File: config.mk
export PLATFORM = sky130hd
export DESIGN_NAME = bulk_write_arbiter
export DESIGN_NICKNAME = d
export VERILOG_FILES = /design/src/rtl/bulk_arb_pkg.sv /design/src/rtl/bulk_arb_out_slice.sv /design/src/rtl/bulk_write_arbiter.sv
export SDC_FILE = /design/constraint.sdc
export NUM_CORES = 1
export LEC_CHECK = 0
export BUFFER_PORTS_ARGS = -buffer_cell sky130_fd_sc_hd__buf_2
export CAP_MARGIN = 20
export CORE_UTILIZATION = 28
export CTS_CLUSTER_SIZE = 8
export DETAILED_ROUTE_END_ITERATION = 10
export HOLD_SLACK_MARGIN = 0.15
export PLACE_DENSITY = 0.66
export SLEW_MARGIN = 20
export SYNTH_ARGS = -nofsm -noshare
export SYNTH_HDL_FRONTEND = slang
export SYNTH_SLANG_ARGS = --single-unit
File: constraint.sdc
create_clock -name clk -period 1.9 [get_ports clk]
set_clock_uncertainty 0.2 [all_clocks]
set_input_delay 0.285 -clock clk [delete_from_list [all_inputs] [get_ports clk]]
set_output_delay 0.285 -clock clk [all_outputs]
set_load 0.005 [all_outputs]
File: src/rtl/bulk_arb_pkg.sv
// Shared types and helpers for bulk_write_arbiter: round-robin pick and one-hot encode.
package bulk_arb_pkg;

    localparam int unsigned MAX_NUM_REQ = 8;
    localparam int unsigned IDX_W       = 3;

    localparam logic [0:0] ST_IDLE   = 1'b0;
    localparam logic [0:0] ST_LOCKED = 1'b1;

    // First valid index after ptr, scanning upward with wrap over n requesters.
    // Returns ptr when nothing is valid (valid[ptr] is then 0, so callers can
    // use valid[result] as "any valid").
    function automatic logic [IDX_W-1:0] rr_pick(
        input logic [MAX_NUM_REQ-1:0] valid,
        input logic [IDX_W-1:0]       ptr,
        input int unsigned            n
    );
        logic [IDX_W-1:0] pick;
        logic             found;
        int unsigned      idx;
        pick  = ptr;
        found = 1'b0;
        for (int unsigned i = 1; i <= MAX_NUM_REQ; i++) begin
            idx = (32'(ptr) + i) % n;
            if (!found && (i <= n) && valid[idx[IDX_W-1:0]]) begin
                pick  = idx[IDX_W-1:0];
                found = 1'b1;
            end
        end
        return pick;
    endfunction

    function automatic logic [MAX_NUM_REQ-1:0] onehot(input logic [IDX_W-1:0] idx);
        return MAX_NUM_REQ'(1) << idx;
    endfunction

endpackage

File: src/rtl/bulk_arb_out_slice.sv
// Single-entry registered output stage for bulk_write_arbiter (used with BULK_ARB_OUT_REG_EN).
module bulk_arb_out_slice #(
    parameter int unsigned NUM_REQ    = 2,
    parameter int unsigned ADDR_WIDTH = 8,
    parameter int unsigned DATA_WIDTH = 32
) (
    input  logic                  clk,
    input  logic                  rstn,
    input  logic                  in_valid,
    output logic                  in_ready_c,
    input  logic [ADDR_WIDTH-1:0] in_addr,
    input  logic [DATA_WIDTH-1:0] in_data,
    input  logic [NUM_REQ-1:0]    in_grant,
    output logic                  out_valid,
    input  logic                  out_ready,
    output logic [ADDR_WIDTH-1:0] out_addr,
    output logic [DATA_WIDTH-1:0] out_data,
    output logic [NUM_REQ-1:0]    out_grant
);

    logic                  valid_q, valid_d;
    logic [ADDR_WIDTH-1:0] addr_q,  addr_d;
    logic [DATA_WIDTH-1:0] data_q,  data_d;
    logic [NUM_REQ-1:0]    grant_q, grant_d;

    // Accept a new entry whenever the stage is empty or being drained this cycle.
    assign in_ready_c = !valid_q || out_ready;

    always_comb begin
        valid_d = valid_q;
        addr_d  = addr_q;
        data_d  = data_q;
        grant_d = grant_q;
        if (in_valid && in_ready_c) begin
            valid_d = 1'b1;
            addr_d  = in_addr;
            data_d  = in_data;
            grant_d = in_grant;
        end else if (out_ready) begin
            valid_d = 1'b0;
            grant_d = '0;
        end
    end

    always_ff @(posedge clk or negedge rstn) begin
        if (!rstn) begin
            valid_q <= 1'b0;
            addr_q  <= '0;
            data_q  <= '0;
            grant_q <= '0;
        end else begin
            valid_q <= valid_d;
            addr_q  <= addr_d;
            data_q  <= data_d;
            grant_q <= grant_d;
        end
    end

    assign out_valid = valid_q;
    assign out_addr  = addr_q;
    assign out_data  = data_q;
    assign out_grant = grant_q;

endmodule

File: src/rtl/bulk_write_arbiter.sv
// Round-robin arbiter sharing one RAM bulk write port between NUM_REQ writers.
// Define BULK_ARB_OUT_REG_EN to insert a registered output stage (1-cycle latency).
module bulk_write_arbiter
    import bulk_arb_pkg::*;
#(
    parameter  int unsigned NUM_REQ    = 2,
    parameter  int unsigned DATA_WIDTH = 32,
    parameter  int unsigned RAM_DEPTH  = 256,
    localparam int unsigned ADDR_WIDTH = $clog2(RAM_DEPTH)
) (
    input  logic                            clk,
    input  logic                            rstn,
    input  logic [NUM_REQ-1:0]              req_valid,
    output logic [NUM_REQ-1:0]              req_ready,
    input  logic [NUM_REQ*ADDR_WIDTH-1:0]   req_addr,
    input  logic [NUM_REQ*DATA_WIDTH-1:0]   req_data,
    output logic                            bus_valid,
    input  logic                            bus_ready,
    output logic [ADDR_WIDTH-1:0]           bus_addr,
    output logic [DATA_WIDTH-1:0]           bus_data,
    output logic [NUM_REQ-1:0]              grant
);

    logic [MAX_NUM_REQ-1:0] valid_ext;
    logic [IDX_W-1:0]       rr_ptr_q, rr_ptr_d;
    logic [IDX_W-1:0]       winner;

    assign valid_ext = MAX_NUM_REQ'(req_valid);
    assign winner    = rr_pick(valid_ext, rr_ptr_q, NUM_REQ);

    always_ff @(posedge clk or negedge rstn) begin
        if (!rstn) begin
            rr_ptr_q <= IDX_W'(NUM_REQ - 1);
        end else begin
            rr_ptr_q <= rr_ptr_d;
        end
    end

`ifdef BULK_ARB_OUT_REG_EN

    logic                  in_valid;
    logic                  in_ready_c;
    logic [ADDR_WIDTH-1:0] win_addr;
    logic [DATA_WIDTH-1:0] win_data;
    logic [NUM_REQ-1:0]    win_grant;

    always_comb begin
        rr_ptr_d  = rr_ptr_q;
        in_valid  = rstn && valid_ext[winner];
        win_addr  = req_addr[32'(winner)*ADDR_WIDTH +: ADDR_WIDTH];
        win_data  = req_data[32'(winner)*DATA_WIDTH +: DATA_WIDTH];
        win_grant = NUM_REQ'(onehot(winner));
        req_ready = '0;
        if (in_valid && in_ready_c) begin
            req_ready = win_grant;
            rr_ptr_d  = winner;
        end
    end

    bulk_arb_out_slice #(
        .NUM_REQ    (NUM_REQ),
        .ADDR_WIDTH (ADDR_WIDTH),
        .DATA_WIDTH (DATA_WIDTH)
    ) u_out_slice (
        .clk        (clk),
        .rstn       (rstn),
        .in_valid   (in_valid),
        .in_ready_c (in_ready_c),
        .in_addr    (win_addr),
        .in_data    (win_data),
        .in_grant   (win_grant),
        .out_valid  (bus_valid),
        .out_ready  (bus_ready),
        .out_addr   (bus_addr),
        .out_data   (bus_data),
        .out_grant  (grant)
    );

`else

    logic [0:0]            state_q,     state_d;
    logic [IDX_W-1:0]      lock_idx_q,  lock_idx_d;
    logic [ADDR_WIDTH-1:0] addr_hold_q, addr_hold_d;
    logic [DATA_WIDTH-1:0] data_hold_q, data_hold_d;
    logic [IDX_W-1:0]      sel;
    logic [ADDR_WIDTH-1:0] mux_addr;
    logic [DATA_WIDTH-1:0] mux_data;

    // Zero-latency path; a stalled winner is frozen until its handshake or withdrawal.
    always_comb begin
        state_d     = state_q;
        lock_idx_d  = lock_idx_q;
        rr_ptr_d    = rr_ptr_q;
        addr_hold_d = addr_hold_q;
        data_hold_d = data_hold_q;

        sel       = (state_q == ST_LOCKED) ? lock_idx_q : winner;
        mux_addr  = req_addr[32'(sel)*ADDR_WIDTH +: ADDR_WIDTH];
        mux_data  = req_data[32'(sel)*DATA_WIDTH +: DATA_WIDTH];
        bus_valid = rstn && valid_ext[sel];
        grant     = bus_valid ? NUM_REQ'(onehot(sel)) : '0;
        req_ready = (bus_valid && bus_ready) ? grant : '0;
        bus_addr  = bus_valid ? mux_addr : addr_hold_q;
        bus_data  = bus_valid ? mux_data : data_hold_q;

        if (bus_valid) begin
            addr_hold_d = mux_addr;
            data_hold_d = mux_data;
            if (bus_ready) begin
                state_d  = ST_IDLE;
                rr_ptr_d = sel;
            end else begin
                state_d    = ST_LOCKED;
                lock_idx_d = sel;
            end
        end else begin
            // Locked requester withdrew: release without a write, pointer untouched.
            state_d = ST_IDLE;
        end
    end

    always_ff @(posedge clk or negedge rstn) begin
        if (!rstn) begin
            state_q     <= ST_IDLE;
            lock_idx_q  <= '0;
            addr_hold_q <= '0;
            data_hold_q <= '0;
        end else begin
            state_q     <= state_d;
            lock_idx_q  <= lock_idx_d;
            addr_hold_q <= addr_hold_d;
            data_hold_q <= data_hold_d;
        end
    end

`endif

endmodule

**Yosys cells after proc, flatten, opt, wreduce, memory -nomap -nowiden**

Cells that the tools add are included.

- Register bits after elaboration: 47
- Bits in latches: 0
- RAM bits: 0
- ROM bits: 0
- Output and inout port bits: 45
- Word-level logic and storage cells: 36
- Memories kept: 0

- $add $sub $neg: 2
- $mul: 0
- Div/mod/pow operators: 0
- Magnitude comparators: 3
- Equality and inequality tests: 0
- Shift operators: 3
- Muxes and demuxes: 16
- Bitwise logic cells: 1
- Reduce and logical (&&, ||, !) cells: 6

Operators with widths:

| kind | count |
|---|---|
| variable part select 64 x 9 -> 32 bit | 1 |
| two-way mux 32 bit | 1 |
| variable part select 16 x 7 -> 8 bit | 1 |
| two-way mux 3 bit | 3 |
| < comparator 1 x 4 -> 1 bit, second input constant | 2 |
| two-way mux 1 bit | 8 |
| two-way mux 8 bit | 1 |
| < comparator 3 x 4 -> 1 bit, second input constant | 1 |
| two-way mux 2 bit | 2 |
| AND reduction 2 bit | 2 |
| binary-select mux 1 bit (select 3 bit) | 1 |
| logical AND 1 bit | 3 |
| left shift 1 x 3 -> 2 bit, first input constant | 1 |
| adder 1 bit, second input constant | 2 |
| zero test 1 bit | 1 |
| inverter 1 bit | 1 |

**Longest topological paths before layout**

- Depth in word-level cells: 13
- Gate-level depth with buffers: 7
- Depth with buffers taken out: 5

**Worst setup path after synthesis**

OpenSTA, ideal clock, no wires.

- Kind: flip-flop to output port
- Start point: register state_q
- End point: output bus_data[0]
- Arrival: 1.517 ns
- Setup slack: -0.102 ns
- Stages on the path, launching flop included: 8
- Path through: dfrtp_1 > buf_6 > a21boi_1 > o21ai_2 > nor3b_2 > buf_6 > buf_6 > mux2i_1

- Word-level cells in the longest chain between the ends: 5
- Elaborated cells on any way between the ends: 6
- Classes of those cells: shift: 1; mux: 4; reduce/logical: 1

RTL lines:

| item | RTL line | text |
|---|---|---|
| start, declared | bulk_write_arbiter.sv:81 | `logic [0:0] state_q, state_d;` |
| start signal, assigned | bulk_write_arbiter.sv:129 | `state_q <= state_d;` |
| two-way mux 3 bit (*) | bulk_write_arbiter.sv:97 | `sel = (state_q == ST_LOCKED) ? lock_idx_q : winner;` |
| branches (longest 3 deep; another with variable part select 64 x 9 -> 32 bit) | n/a |  |
| two-way mux 32 bit (*) | bulk_write_arbiter.sv:104 | `bus_data = bus_valid ? mux_data : data_hold_q;` |
| end, declared | bulk_write_arbiter.sv:20 | `output logic [DATA_WIDTH-1:0] bus_data,` |

Mark *: on every way between the ends. The select of a mux whose other input is x is not followed.

**Final worst setup path**

- Start point: register rr_ptr_q[0]
- End point: output bus_data[3]

- Word-level cells in the longest chain between the ends: 12
- Elaborated cells on any way between the ends: 17
- Classes of those cells: add/sub: 2; shift: 1; mux: 11; reduce/logical: 3

RTL lines:

| item | RTL line | text |
|---|---|---|
| start, declared | bulk_write_arbiter.sv:25 | `logic [IDX_W-1:0] rr_ptr_q, rr_ptr_d;` |
| start signal, assigned | bulk_write_arbiter.sv:33 | `rr_ptr_q <= IDX_W'(NUM_REQ - 1);` |
| start signal, assigned | bulk_write_arbiter.sv:35 | `rr_ptr_q <= rr_ptr_d;` |
| adder 1 bit | bulk_arb_pkg.sv:24 | `idx = (32'(ptr) + i) % n;` |
| two-way mux 1 bit (implied by the code) (2 in a row) | bulk_arb_pkg.sv:25 | `if (!found && (i <= n) && valid[idx[IDX_W-1:0]]) begin` |
| two-way mux 1 bit | bulk_arb_pkg.sv:25 |  |
| zero test 1 bit | bulk_arb_pkg.sv:25 |  |
| logical AND 1 bit | bulk_arb_pkg.sv:25 |  |
| two-way mux 3 bit (*) | bulk_arb_pkg.sv:25 |  |
| two-way mux 3 bit (*) | bulk_write_arbiter.sv:97 |  |
| branches (longest 3 deep; another with variable part select 64 x 9 -> 32 bit) | n/a |  |
| two-way mux 32 bit (*) | bulk_write_arbiter.sv:104 |  |

Marked as above.

==> impl_summary.md <==
Outcome
The run finished, with violations left. The checks that failed: negative setup slack.

Placement
The congestion estimate from routability-driven global placement came to 0.760. Before CTS, the worst setup slack after placement is -363 ps. The final HPWL from detailed placement is 5650 um. The count of buffers inserted at the top-level ports is 129.

The placed cell area is 3910 um^2. Counting tap cells, the placed design contains a total of 531 instances.

GRT
The initial antenna violation count is 0. For this run, the total global-route usage over all layers was measured as 14.8%. Entering global routing, the biggest net connects 48 pins. The first global-routing pass estimated 13,000 um of wire. The number of global-route vias before repair was 2,790. The final global-route overflow total is 0.

Setup path
The worst setup path is launched from a flip-flop. Traced cell by cell, the critical path runs through nand2b_1 -> and3b_2 -> buf_12 -> a222oi_1 -> mux2i_4 -> buf_2. In this run the worst path has a maximum fanout of 27.

In this run the critical register-to-register path is captured at data_hold_q[24]. In this design, the stage delay of the slowest critical-path cell is 540 ps. On the critical path, the stage with the largest delay is an instance of dfstp_2. The worst setup path is captured at an output pin. The startpoint identified for the worst register-to-register timing path is rr_ptr_q[0]. Data arrives at the worst endpoint at 2070 ps. The critical path required time is 1410 ps. The register-to-register path setup slack is -270 ps. The critical path is of the reg2out type. The count of cells along the worst register-to-register path is 8.

Floorplanning
During I/O placement, the number of pins put on the boundary was 130. The die is 105 um wide. The region available for standard cell placement spans 10,300 um^2. The floorplan die height is 105 um.

The site row count is 37. The area of the die is 10,900 um^2. The starting density of the core is 28.7%.

Layout
The finished layout holds 565 standard cells, fillers aside. 0 antenna diodes ended up in the layout. The share of layout cells above drive strength 1 is 62.7%. The area overhead of the layout relative to synthesis is 50.2%.

The net count of the finished layout is 513. After routing the design area is 4430 um^2. The number of fillers in the final layout is 1,024.

Clock network
The CTS H-tree depth is 2. The clock insertion delay at the later pin of the skew report is 300 ps. The maximum buffer depth of the clock tree is 2. The total clock sinks is 47. The master cell of the clock root buffer is clkbuf_8. In this run, CTS created clock tree buffers numbering 5. TritonCTS built the clock tree. Clock-pin slew was measured on the worst setup and hold paths at 90 ps.

Drt
The first-pass iteration count of the detailed router is 5. The overall via count from detail_route is 2,830. After detailed routing, the total wire length is 8550 um. In this run the top signal layer used is met4. The length of routed met3 wiring is 662 um. Dividing the detail-routed via count by the number of cells gives 5.01. After detailed routing, the average wire length per cell comes to 15.1 um. Summed over all nets, wire length on met2 after detailed routing comes to 4120 um.

The detailed-routing wirelength on met1 is 3660 um. After detailed routing, the number of remaining DRC violations is 0. The number of DRC markers in iteration 0 is 298. The count of nets left with antenna violations once routing finished came out at 0.

Logic synthesis
The number of enable-type register cells in the synthesized netlist is 0. The fraction of the yosys area taken by sequential cells is 39.9%. dfrtp_1 takes more of the synthesized area than any other cell. Counting instances in the post-synthesis netlist gives the leading cell types as dfrtp_1, inv_1, mux2_2, a222oi_1, mux2i_1.

The netlist area before placement is 2950 um^2. During synthesis, Yosys emitted a total of 0 warnings. The synthesized instance count is 263. The number of nets in the synthesized netlist is 348.

The number of different library cells used by synthesis comes to 26. The most common flop cell mapped by yosys is dfrtp_1. The fraction of registers with async set/reset is 100%. Each instance of the synthesized netlist takes up on average 11.2 um^2.

The post-synthesis sequential element count is 47. The fraction of synthesized cell area taken by the top area cell type is 39.0%. The library cell with the highest instance count after synthesis is dfrtp_1.

In the post-synthesis netlist, the biggest area contributors are dfrtp_1, mux2_2, a222oi_1.

Timing
The total count of hold-check failures in the final report is 0. Across all setup checks in the final design, the least slack found is -652 ps. The number of pins exceeding their max-slew limit in the final report is 0. The fraction of the cycle the final worst path needs is 134%. The post-route worst hold slack is 169 ps.

The slew at the pin with the worst max-slew slack is 619 ps. The max-slew headroom at the worst pin is 58.7%. The number of setup violations in the final report is 65.

Setup repair after global routing could not meet its margin everywhere. After layout, the minimum clock period comes to 2550 ps. The maximum clock frequency is 392 MHz.

Hold path
The path class of the tightest hold or removal check is in2reg. The launch point of the worst hold path is req_addr[11]. The number of instances on the worst hold path is 3.

The hold path endpoint is addr_hold_q[3].

Power
The power per standard cell area is 1240 nW/um^2. The worst voltage drop across the vdd grid is 490 uV. For this design the static power due to leakage is 2.16 nW.

Job
The reported max-cap violation count is 0.
==> layout by cell type (no fill, tap or decap), types with 4 or more instances in the layout <==
| master | count |
|---|---|
| buf_6 | 10 |
| buf_4 | 35 |
| buf_2 | 128 |
| mux2_2 | 41 |
| buf_12 | 5 |
| and2_1 | 4 |
| mux2i_1 | 17 |
| dfrtp_1 | 44 |
| nor2b_1 | 4 |
| a222oi_1 | 40 |
| inv_1 | 42 |
| mux2i_2 | 20 |
| clkbuf_8 | 5 |
==> cell families after synthesis <==
group,Yosys count,synth area share (%)
AO/OA/AOI/OAI,49,15.7
buffers and inverters,67,10.3
flip-flops,47,39.9
multiplexers,82,29.8
AND/OR/NAND/NOR,18,4.37
==> how the worst max path moves through the flow <==
stage	start	to	slack [ps]	cells past startpoint
2_1_floorplan	state_q	bus_data[0]	-70	7
3_3_place_gp	lock_idx_q[0]	bus_data[3]	-270	6
3_5_place_dp	lock_idx_q[0]	bus_data[3]	-360	6
4_1_cts	state_q	bus_data[3]	-640	7
5_1_grt	rr_ptr_q[0]	bus_data[3]	-750	6
6_report	rr_ptr_q[0]	bus_data[3]	-650	6
==> state kept, by name, indices dropped and copies added (netlist names) <==
name         flops
state_q          1
lock_idx_q       3
data_hold_q     32
addr_hold_q      8
rr_ptr_q         3
==> final cells by class <==
cell class,instances,area [um^2],share of cell area (%)
Timing Repair Buffer,182,1200,27.2
Clock inverter,3,15.0,0.339
Sequential cell,47,1180,26.6
Clock buffer,5,68.8,1.55
Tap cell,136,170,3.84
Multi-Input combinational cell,149,1630,36.8
Inverter,43,161,3.65
==> layer usage <==
| metal | up-vias | global-route usage, % |
|---|---|---|
| met2 | 138 | 27.1 |
| met3 | 10 | 2.81 |
| li1 | 1327 | - |
| met5 | - | 0 |
| met1 | 1355 | 17.5 |
| met4 | 0 | 3.92 |
==> critical path: cells and delay by family, from the launching register on <==
family | cells | cell delay, ps
AO/OA/AOI/OAI | 1 | 470
buffers and inverters | 2 | 320
flip-flops | 1 | 540
multiplexers | 1 | 130
AND/OR/NAND/NOR | 2 | 300
==> where the power goes <==
| part | switching (W) | total [W] | internal [W] |
|---|---|---|---|
| registers | 0.000116 | 0.00155 | 0.00143 |
| clock network | 0.000339 | 0.000592 | 0.000253 |
| logic | 0.00149 | 0.00334 | 0.00184 |
==> through the flow <==
step                      utilization (%)  setup TNS (ps)  power [W]
after floorplan                         -           -2550    0.00321
after global placement               38.1           -9770    0.00424
after detailed placement             38.1          -13650    0.00432
after CTS                            40.7          -27740    0.00520
after global routing                 43.1          -35700    0.00590
final                                43.1          -27250    0.00548
==> timing repair <==
| action | in CTS | in global routing |
|---|---|---|
| setup buffers | 14 | 8 |
| setup endpoints to repair | 73 | 86 |
| hold endpoints to repair | 46 | 0 |
| cloned | 1 | 2 |
| hold buffers | 1 | 0 |
| resized for setup | 14 | 30 |
| pin swaps | 8 | 11 |
Power figures use the tool's default switching activity.
